==> config.mk <==
export PLATFORM = sky130hd
export DESIGN_NAME = key_expander
export DESIGN_NICKNAME = d
export VERILOG_FILES = /design/src/rtl/key_expander.sv
export SDC_FILE = /design/constraint.sdc
export NUM_CORES = 2
export LEC_CHECK = 0
export CELL_PAD_IN_SITES_DETAIL_PLACEMENT = 1
export CELL_PAD_IN_SITES_GLOBAL_PLACEMENT = 2
export CORE_ASPECT_RATIO = 0.6
export CORE_MARGIN = 8
export CORE_UTILIZATION = 38
export DETAILED_ROUTE_END_ITERATION = 8
export GPL_ROUTABILITY_DRIVEN = 0
export PLACE_DENSITY_LB_ADDON = 0.1
export SETUP_SLACK_MARGIN = 0.15
export SYNTH_ARGS = -nofsm -noshare
export SYNTH_HDL_FRONTEND = slang
export SYNTH_SLANG_ARGS = --single-unit
==> constraint.sdc <==
create_clock -name clk -period 53.9 [get_ports clk]
set_clock_uncertainty 0.05 [all_clocks]
set_input_delay 5.39 -clock clk [delete_from_list [all_inputs] [get_ports clk]]
set_output_delay 5.39 -clock clk [all_outputs]
set_load 0.01 [all_outputs]
==> src/rtl/key_expander.sv <==
// AES-128 key schedule: captures a cipher key on a start edge, expands it into
// 11 round keys at one round per cycle, stores them and pulses chg_key_done.
// Ports:
//   clk, rst          - rising-edge clock, asynchronous active-high reset
//   change_key_start  - level request; its rising edge (in IDLE) starts expansion
//   key_in[127:0]     - cipher key, w0 = key_in[127:96] .. w3 = key_in[31:0]
//   rk_sel[3:0]       - round-key index 0..10 (11..15 read as zero)
//   rk_out[127:0]     - combinational read of the selected round key
//   chg_key_done      - one-cycle pulse once all 11 round keys are written
//   busy              - high while expanding and during the done cycle
//   keys_valid        - stored round keys belong to the most recently loaded key
module key_expander #(
  parameter int unsigned NR = 10,
  localparam int unsigned KEY_W = 128,
  localparam int unsigned SEL_W = 4
) (
  input  logic             clk,
  input  logic             rst,
  input  logic             change_key_start,
  input  logic [KEY_W-1:0] key_in,
  input  logic [SEL_W-1:0] rk_sel,
  output logic [KEY_W-1:0] rk_out,
  output logic             chg_key_done,
  output logic             busy,
  output logic             keys_valid
);

  localparam int unsigned RND_W = SEL_W;

  // Only the AES-128 schedule is implemented.
  if (NR != 10) begin : g_nr_check
    $error("key_expander: only NR=10 (AES-128) is supported");
  end

  localparam logic [7:0] SBOX [0:255] = '{
    8'h63, 8'h7c, 8'h77, 8'h7b, 8'hf2, 8'h6b, 8'h6f, 8'hc5, 8'h30, 8'h01, 8'h67, 8'h2b, 8'hfe, 8'hd7, 8'hab, 8'h76,
    8'hca, 8'h82, 8'hc9, 8'h7d, 8'hfa, 8'h59, 8'h47, 8'hf0, 8'had, 8'hd4, 8'ha2, 8'haf, 8'h9c, 8'ha4, 8'h72, 8'hc0,
    8'hb7, 8'hfd, 8'h93, 8'h26, 8'h36, 8'h3f, 8'hf7, 8'hcc, 8'h34, 8'ha5, 8'he5, 8'hf1, 8'h71, 8'hd8, 8'h31, 8'h15,
    8'h04, 8'hc7, 8'h23, 8'hc3, 8'h18, 8'h96, 8'h05, 8'h9a, 8'h07, 8'h12, 8'h80, 8'he2, 8'heb, 8'h27, 8'hb2, 8'h75,
    8'h09, 8'h83, 8'h2c, 8'h1a, 8'h1b, 8'h6e, 8'h5a, 8'ha0, 8'h52, 8'h3b, 8'hd6, 8'hb3, 8'h29, 8'he3, 8'h2f, 8'h84,
    8'h53, 8'hd1, 8'h00, 8'hed, 8'h20, 8'hfc, 8'hb1, 8'h5b, 8'h6a, 8'hcb, 8'hbe, 8'h39, 8'h4a, 8'h4c, 8'h58, 8'hcf,
    8'hd0, 8'hef, 8'haa, 8'hfb, 8'h43, 8'h4d, 8'h33, 8'h85, 8'h45, 8'hf9, 8'h02, 8'h7f, 8'h50, 8'h3c, 8'h9f, 8'ha8,
    8'h51, 8'ha3, 8'h40, 8'h8f, 8'h92, 8'h9d, 8'h38, 8'hf5, 8'hbc, 8'hb6, 8'hda, 8'h21, 8'h10, 8'hff, 8'hf3, 8'hd2,
    8'hcd, 8'h0c, 8'h13, 8'hec, 8'h5f, 8'h97, 8'h44, 8'h17, 8'hc4, 8'ha7, 8'h7e, 8'h3d, 8'h64, 8'h5d, 8'h19, 8'h73,
    8'h60, 8'h81, 8'h4f, 8'hdc, 8'h22, 8'h2a, 8'h90, 8'h88, 8'h46, 8'hee, 8'hb8, 8'h14, 8'hde, 8'h5e, 8'h0b, 8'hdb,
    8'he0, 8'h32, 8'h3a, 8'h0a, 8'h49, 8'h06, 8'h24, 8'h5c, 8'hc2, 8'hd3, 8'hac, 8'h62, 8'h91, 8'h95, 8'he4, 8'h79,
    8'he7, 8'hc8, 8'h37, 8'h6d, 8'h8d, 8'hd5, 8'h4e, 8'ha9, 8'h6c, 8'h56, 8'hf4, 8'hea, 8'h65, 8'h7a, 8'hae, 8'h08,
    8'hba, 8'h78, 8'h25, 8'h2e, 8'h1c, 8'ha6, 8'hb4, 8'hc6, 8'he8, 8'hdd, 8'h74, 8'h1f, 8'h4b, 8'hbd, 8'h8b, 8'h8a,
    8'h70, 8'h3e, 8'hb5, 8'h66, 8'h48, 8'h03, 8'hf6, 8'h0e, 8'h61, 8'h35, 8'h57, 8'hb9, 8'h86, 8'hc1, 8'h1d, 8'h9e,
    8'he1, 8'hf8, 8'h98, 8'h11, 8'h69, 8'hd9, 8'h8e, 8'h94, 8'h9b, 8'h1e, 8'h87, 8'he9, 8'hce, 8'h55, 8'h28, 8'hdf,
    8'h8c, 8'ha1, 8'h89, 8'h0d, 8'hbf, 8'he6, 8'h42, 8'h68, 8'h41, 8'h99, 8'h2d, 8'h0f, 8'hb0, 8'h54, 8'hbb, 8'h16
  };

  typedef enum logic [1:0] {
    ST_IDLE,
    ST_EXPAND,
    ST_DONE
  } state_t;

  // Four parallel S-box lookups.
  function automatic logic [31:0] sub_word(input logic [31:0] w);
    sub_word = {SBOX[w[31:24]], SBOX[w[23:16]], SBOX[w[15:8]], SBOX[w[7:0]]};
  endfunction

  // Round constant for round r (1..10).
  function automatic logic [7:0] rcon(input logic [RND_W-1:0] r);
    case (r)
      4'd1:    rcon = 8'h01;
      4'd2:    rcon = 8'h02;
      4'd3:    rcon = 8'h04;
      4'd4:    rcon = 8'h08;
      4'd5:    rcon = 8'h10;
      4'd6:    rcon = 8'h20;
      4'd7:    rcon = 8'h40;
      4'd8:    rcon = 8'h80;
      4'd9:    rcon = 8'h1b;
      4'd10:   rcon = 8'h36;
      default: rcon = 8'h00;
    endcase
  endfunction

  state_t           state_q;
  state_t           state_n;
  logic [RND_W-1:0] rnd_q;
  logic             start_q;
  logic [KEY_W-1:0] rk_q [0:NR];

  logic             trigger;
  logic             load;
  logic             expand_en;
  logic             last_rnd;
  logic [KEY_W-1:0] prev_rk;
  logic [KEY_W-1:0] next_rk;
  logic [31:0]      w3;
  logic [31:0]      t_word;
  logic [31:0]      n0, n1, n2, n3;

  assign trigger  = change_key_start & ~start_q;
  assign last_rnd = (rnd_q == RND_W'(NR));

  // State register.
  always_ff @(posedge clk or posedge rst) begin
    if (rst) state_q <= ST_IDLE;
    else     state_q <= state_n;
  end

  // Next-state and datapath controls.
  always_comb begin
    state_n   = state_q;
    load      = 1'b0;
    expand_en = 1'b0;
    case (state_q)
      ST_IDLE: begin
        if (trigger) begin
          load    = 1'b1;
          state_n = ST_EXPAND;
        end
      end
      ST_EXPAND: begin
        expand_en = 1'b1;
        if (last_rnd) state_n = ST_DONE;
      end
      ST_DONE: state_n = ST_IDLE;
      default: state_n = ST_IDLE;
    endcase
  end

  // Previous round key, selected by the current round counter.
  always_comb begin
    prev_rk = '0;
    for (int unsigned i = 0; i < NR; i++) begin
      if (rnd_q == RND_W'(i + 1)) prev_rk = rk_q[i];
    end
  end

  // One AES-128 key-schedule round.
  assign w3     = prev_rk[31:0];
  assign t_word = sub_word({w3[23:0], w3[31:24]}) ^ {rcon(rnd_q), 24'h0};
  assign n0     = prev_rk[127:96] ^ t_word;
  assign n1     = prev_rk[95:64]  ^ n0;
  assign n2     = prev_rk[63:32]  ^ n1;
  assign n3     = w3              ^ n2;
  assign next_rk = {n0, n1, n2, n3};

  // Round-key storage, round counter and registered status outputs.
  always_ff @(posedge clk or posedge rst) begin
    if (rst) begin
      for (int unsigned i = 0; i <= NR; i++) rk_q[i] <= '0;
      rnd_q        <= '0;
      start_q      <= 1'b0;
      keys_valid   <= 1'b0;
      chg_key_done <= 1'b0;
      busy         <= 1'b0;
    end else begin
      start_q      <= change_key_start;
      busy         <= (state_n != ST_IDLE);
      chg_key_done <= (state_n == ST_DONE);
      if (load) begin
        rk_q[0]    <= key_in;
        rnd_q      <= RND_W'(1);
        keys_valid <= 1'b0;
      end
      if (expand_en) begin
        for (int unsigned i = 1; i <= NR; i++) begin
          if (rnd_q == RND_W'(i)) rk_q[i] <= next_rk;
        end
        rnd_q <= last_rnd ? '0 : rnd_q + RND_W'(1);
        if (last_rnd) keys_valid <= 1'b1;
      end
    end
  end

  // Ungated read port; consumers qualify with keys_valid.
  always_comb begin
    rk_out = '0;
    for (int unsigned i = 0; i <= NR; i++) begin
      if (rk_sel == SEL_W'(i)) rk_out = rk_q[i];
    end
  end

endmodule

# After elaboration in Yosys (flattened, before gate mapping)
# Memory sizes are Yosys's and may differ from the RTL's.
# Index checks and enable logic that the tools add are counted.
[op_classes]
add_sub_neg = 1
n_lt_le_gt_ge = 4
n_eq_ne = 22
mux = 41
bitwise = 11
n_reduce_logical = 14
[op_table]
columns = ["cell", "n"]
rows = [
  ["$mux W128", 21],
  ["$xor A32 B32 Y32", 5],
  ["$mux W8", 8],
  ["$ge A9 B9 Y1 const B", 4],
  ["$not A8 Y9", 4],
  ["$eq A4 B3 Y1 const B", 8],
  ["$eq A4 B4 Y1 const B", 6],
  ["$reduce_and A2 Y1", 10],
  ["$eq A4 B2 Y1 const B", 4],
  ["$mux W4", 3],
  ["$eq A4 B1 Y1 const B", 2],
  ["$mux W1", 6],
  ["$add A4 B1 Y4 const B", 1],
  ["$logic_not A4 Y1", 1],
  ["$mux W2", 2],
  ["$pmux W2 S2", 1],
  ["$reduce_bool A2 Y1", 2],
  ["$eq A2 B1 Y1 const B", 1],
  ["$eq A2 B2 Y1 const B", 1],
  ["$logic_not A2 Y1", 1],
  ["$and A1 B1 Y1", 1],
  ["$not A1 Y1", 1],
]
[word_totals]
ff_bits = 1418
rom_bits = 8320
memories = 5
[memory_table]
columns = ["memory", "words", "width", "read_ports", "rd_clocked_by_memory_dff", "wr", "line", "rtl"]
rows = [
  ["(name not given)", 256, 8, 1, 0, 0, "62", "sub_word = {SBOX[w[31:24]], SBOX[w[23:16]], SBOX[w[15:8]], SBOX[w[7:0]]};"],
  ["(name not given)", 256, 8, 1, 0, 0, "62", ""],
  ["(name not given)", 256, 8, 1, 0, 0, "62", ""],
  ["(name not given)", 256, 8, 1, 0, 0, "62", ""],
  ["(name not given)", 16, 8, 1, 0, 0, "67", "case (r)"],
]

# Logic depth before layout (Yosys ltp)
[depth]
ltp_word = 20
ltp_mapped = 27
depth_no_buf = 19

# Least setup slack after synthesis
# OpenSTA, ideal clock, no wires.
[synth_timing]
kind = "in2out"
startpoint = "input rk_sel[0]"
endpoint = "output rk_out[111]"
t_arrival_ns = 7.332
t_required_ns = 48.460
path_slack_ns = 41.128
stages = 11
n_path_buf = 3
cell_sequence = "clkbuf_1 > nand2b_1 > nor3_1 > clkbuf_1 > clkbuf_1 > a222oi_1 > a31oi_1 > a21oi_1 > a21oi_1 > a211oi_1 > o21ai_0"
[synth_between]
elab_chain_cells = 12
word_cells_on_any_way = 22
classes_between = "eq/ne: 10; mux: 11; reduce/logical: 1"
[synth_rtl]
columns = ["item", "line", "rtl"]
rows = [
  ["start: declaration", "21", "input logic [SEL_W-1:0] rk_sel,"],
  ["$logic_not A4 Y1", "177", "if (rk_sel == SEL_W'(i)) rk_out = rk_q[i];"],
  ["$mux W128 (10 in series)", "177", ""],
  ["$mux W128 (*)", "177", ""],
  ["end: declaration", "22", "output logic [KEY_W-1:0] rk_out,"],
]
# Mark *: on every way between the ends. The rest lies on a longest branch, timed or not.

# Worst setup path in the final report
[layout_timing]
startpoint = "input rk_sel[0]"
endpoint = "output rk_out[43]"
# Same word-level chain as after synthesis.

==> run metrics <==
Final period util=0.3044; vias in the first global route=93,757; area delta synth->final=11.55%; Post-Syn Nets=11,115; Die Ht=388.5 µm; Synth Area in XOR/XNOR=0.02218; fin. max-slew vios=0; post-synth top area share=0.4038; Synth Area in Compound Gates=0.3305; crit path DAT=10.97 ns; clk sinks=1,418; die footprint=0.2474 mm²; vias per cell=7.008; Synth area leaders=dfrtp_1, o21ai_0, nand2_1, a21oi_1, a22oi_1; Buf+Inv Stages, Crit Path=5; first-pass iteration count of the detailed router=9; Fin Setup TNS=0 ns; simple-gate share of the synthesized area=0.1689; critical path fanouts, max=35; post-synthesis sequential area ratio=0.4038; placed cells=13,438; Worst-Skew Late Latency=0.85 ns; YS warnings=0; share of layout cells above drive strength 1=0.07604; GRT overflow=0; Max Cap Viol=0; DRC=0; syn_area_per_cell=8.049 µm²; largest family of logic cells by synthesized area=compound AO/OA/AOI/OAI gates; family with the most delay on the worst path=buffers and inverters; Total GRT Usage=0.3901; post-synthesis register bit count=1,418; Crit-path slowest cell=o21ai_0; most frequent cells in the layout=nand2_1, o21ai_0, dfrtp_1; number of port buffers=265; actual slew at the worst max-slew pin=1.410 ns; Distinct cells, synth=122; area leader, netlist=dfrtp_1; Reg2Reg Depth=22; core region area=0.2296 mm²; Clock Tree Root=clkbuf_16; Crit Path Category=in2out; IO Pins=266; die width=636.8 µm; H-Tree Depth=4; WP depth=13; DRT Wirelength=505,200 µm; Post-CTS Setup Inserts=0; final hold violation count=0; status=finished, final reports clean; antenna-violating nets left=0; NumNets Final=10,761; mapped cell area=0.08788 mm²; Non-Filler Instances=13,718; Final min period=16.41 ns; top_reg_cell synth=dfrtp_1; hold path depth=2; Synth async-reset ratio=1.000; Most common cell on crit path=buf_4; largest net degree at the start of global routing=176; critical path cell sequence=clkdlybuf4s50_1 > nand2b_1 > nor3_2 > buf_4 > buf_4 > buf_4 > a222oi_1 > a31oi_1 > a21oi_1 > a21oi_1 > a211oi_1 > o21ai_0 > clkdlybuf4s50_1; # fillers=26,983; Routed WL per cell=36.83 µm; Initial Util=0.3828; RSZ-0062 raised after global routing=false; post-synthesis adder-cell area fraction=0.008685; final setup vio count=0; cts bufs inserted=161; worst rel slew slack=0.05343; initial antenna violation count=29; row cnt=136; CP peak stage delay=0.80 ns; WP data required=48.46 ns; Via Count=96,133; cts hold-fix bufs=0; dpl hpwl=321,400 µm; Post-synth EDFFs=0; CP Capture Type=primary output; 1st-iter DRT viols=14,705; startpoint types=primary input; CTS max path bufs=4; Worst-path clk slew=0.06 ns; Max Freq=60.94 MHz; first-pass GRT wire length=714,900 µm; cells after synthesis=10,919; multiplexer share of the synthesized area=0.006535; register-to-register setup slack=43.93 ns; Hold WC Path Type=reg2reg; most common cell after layout, fill and taps aside=nand2_1; post_cts resized=0; CTS tree=yes
==> sequential cells by signal, summed over array words and instances, names as in the netlist <==
name and cells:
busy 1, chg_key_done 1, keys_valid 1, rk_q 1408
rnd_q 4, start_q 1, state_q 2
==> cells by family (layout without fill, tap and decap cells) <==
group | count (synthesis) | in the layout
other | 0 | 17
adders and majority gates | 61 | 61
and+or+nand+nor | 3517 | 3517
DFF | 1418 | 1418
AOI/OAI and AO/OA | 4478 | 4478
muxes | 51 | 51
xor gates and xnor gates | 188 | 188
buffers and inverters | 1206 | 952
==> per-stage QoR <==
| step | setup WS, ns | instance area, µm² | util | hold slack [ns] |
|---|---|---|---|---|
| 4_1_cts | 37.66 | 97980 | 0.4268 | 0.4331 |
| 2_1_floorplan | 8.473 | 87880 | - | 0.3958 |
| 3_3_place_gp | 37.63 | 92960 | 0.4050 | 0.4105 |
| 6_report | 37.49 | 98030 | 0.4271 | 0.4286 |
| 5_1_grt | 37.52 | 97990 | 0.4269 | 0.4510 |
| 3_5_place_dp | 37.67 | 92960 | 0.4050 | 0.4197 |
==> area by class of cell <==
| cell class | instances | area [µm²] | area share |
|---|---|---|---|
| antenna | 17 | 42.54 | 0.0004340 |
| timing repair buffer | 618 | 5578 | 0.05690 |
| inverter | 71 | 274.0 | 0.002795 |
| tap | 3036 | 3799 | 0.03875 |
| clock inverter | 32 | 365.4 | 0.003727 |
| multi-input combinational | 8295 | 47830 | 0.4879 |
| clock buffer | 231 | 4658 | 0.04752 |
| sequential | 1418 | 35490 | 0.3620 |
==> worst register-to-register path, cell delays in order, from the launching register on <==
cell	delay [ns]
dfrtp_1	0.46
inv_1	0.18
ha_4	0.34
buf_4	0.59
buf_4	0.65
nand3b_1	0.86
nor3_1	0.43
a211o_1	0.17
a21oi_2	0.04
buf_4	0.24
inv_1	0.23
ha_1	0.70
inv_1	0.27
nand4_1	0.19
mux2i_1	0.15
o311ai_0	1.11
a22oi_1	0.41
and4_1	0.32
nor4_4	0.28
buf_4	0.46
xor2_1	0.94
xor2_2	0.59
o21ai_1	0.16
==> final timing paths <==
path / start / endpoint
worst max-delay path: rk_sel[0] / rk_out[43]
worst min-delay path: rk_q[113] / rk_q[113]
worst max register to register: rnd_q[1] / rk_q[820]
worst min register to register: rk_q[113] / rk_q[113]
max in group asynchronous: rst / rk_q[798]
min in group asynchronous: rst / rk_q[228]
==> per-layer routing <==
metal / GRT usage / share of wire
met3: 0.1558 / 0.14
met2: 0.5233 / 0.39
met1: 0.5419 / 0.42
met5: 0.001735 / 0.00049
met4: 0.1828 / 0.054
==> synthesized netlist by cell type, drive strengths merged, types with 57 or more instances <==
cell	n
o22ai	77
nand3	161
a211oi	221
nor2	663
ha	61
o21ai	1728
o221ai	72
a221o	67
buf	364
nand2	2194
a221oi	146
nor3	129
dfrtp	1418
xnor2	122
a2111oi	57
a311oi	57
inv	68
a222oi	102
clkbuf	771
a31oi	192
o211ai	228
o31ai	61
a22oi	400
a21oi	641
Power is left out: the tool's default activity adds up to more than one toggle a clock period on the data nets, which glitch-free logic cannot reach.
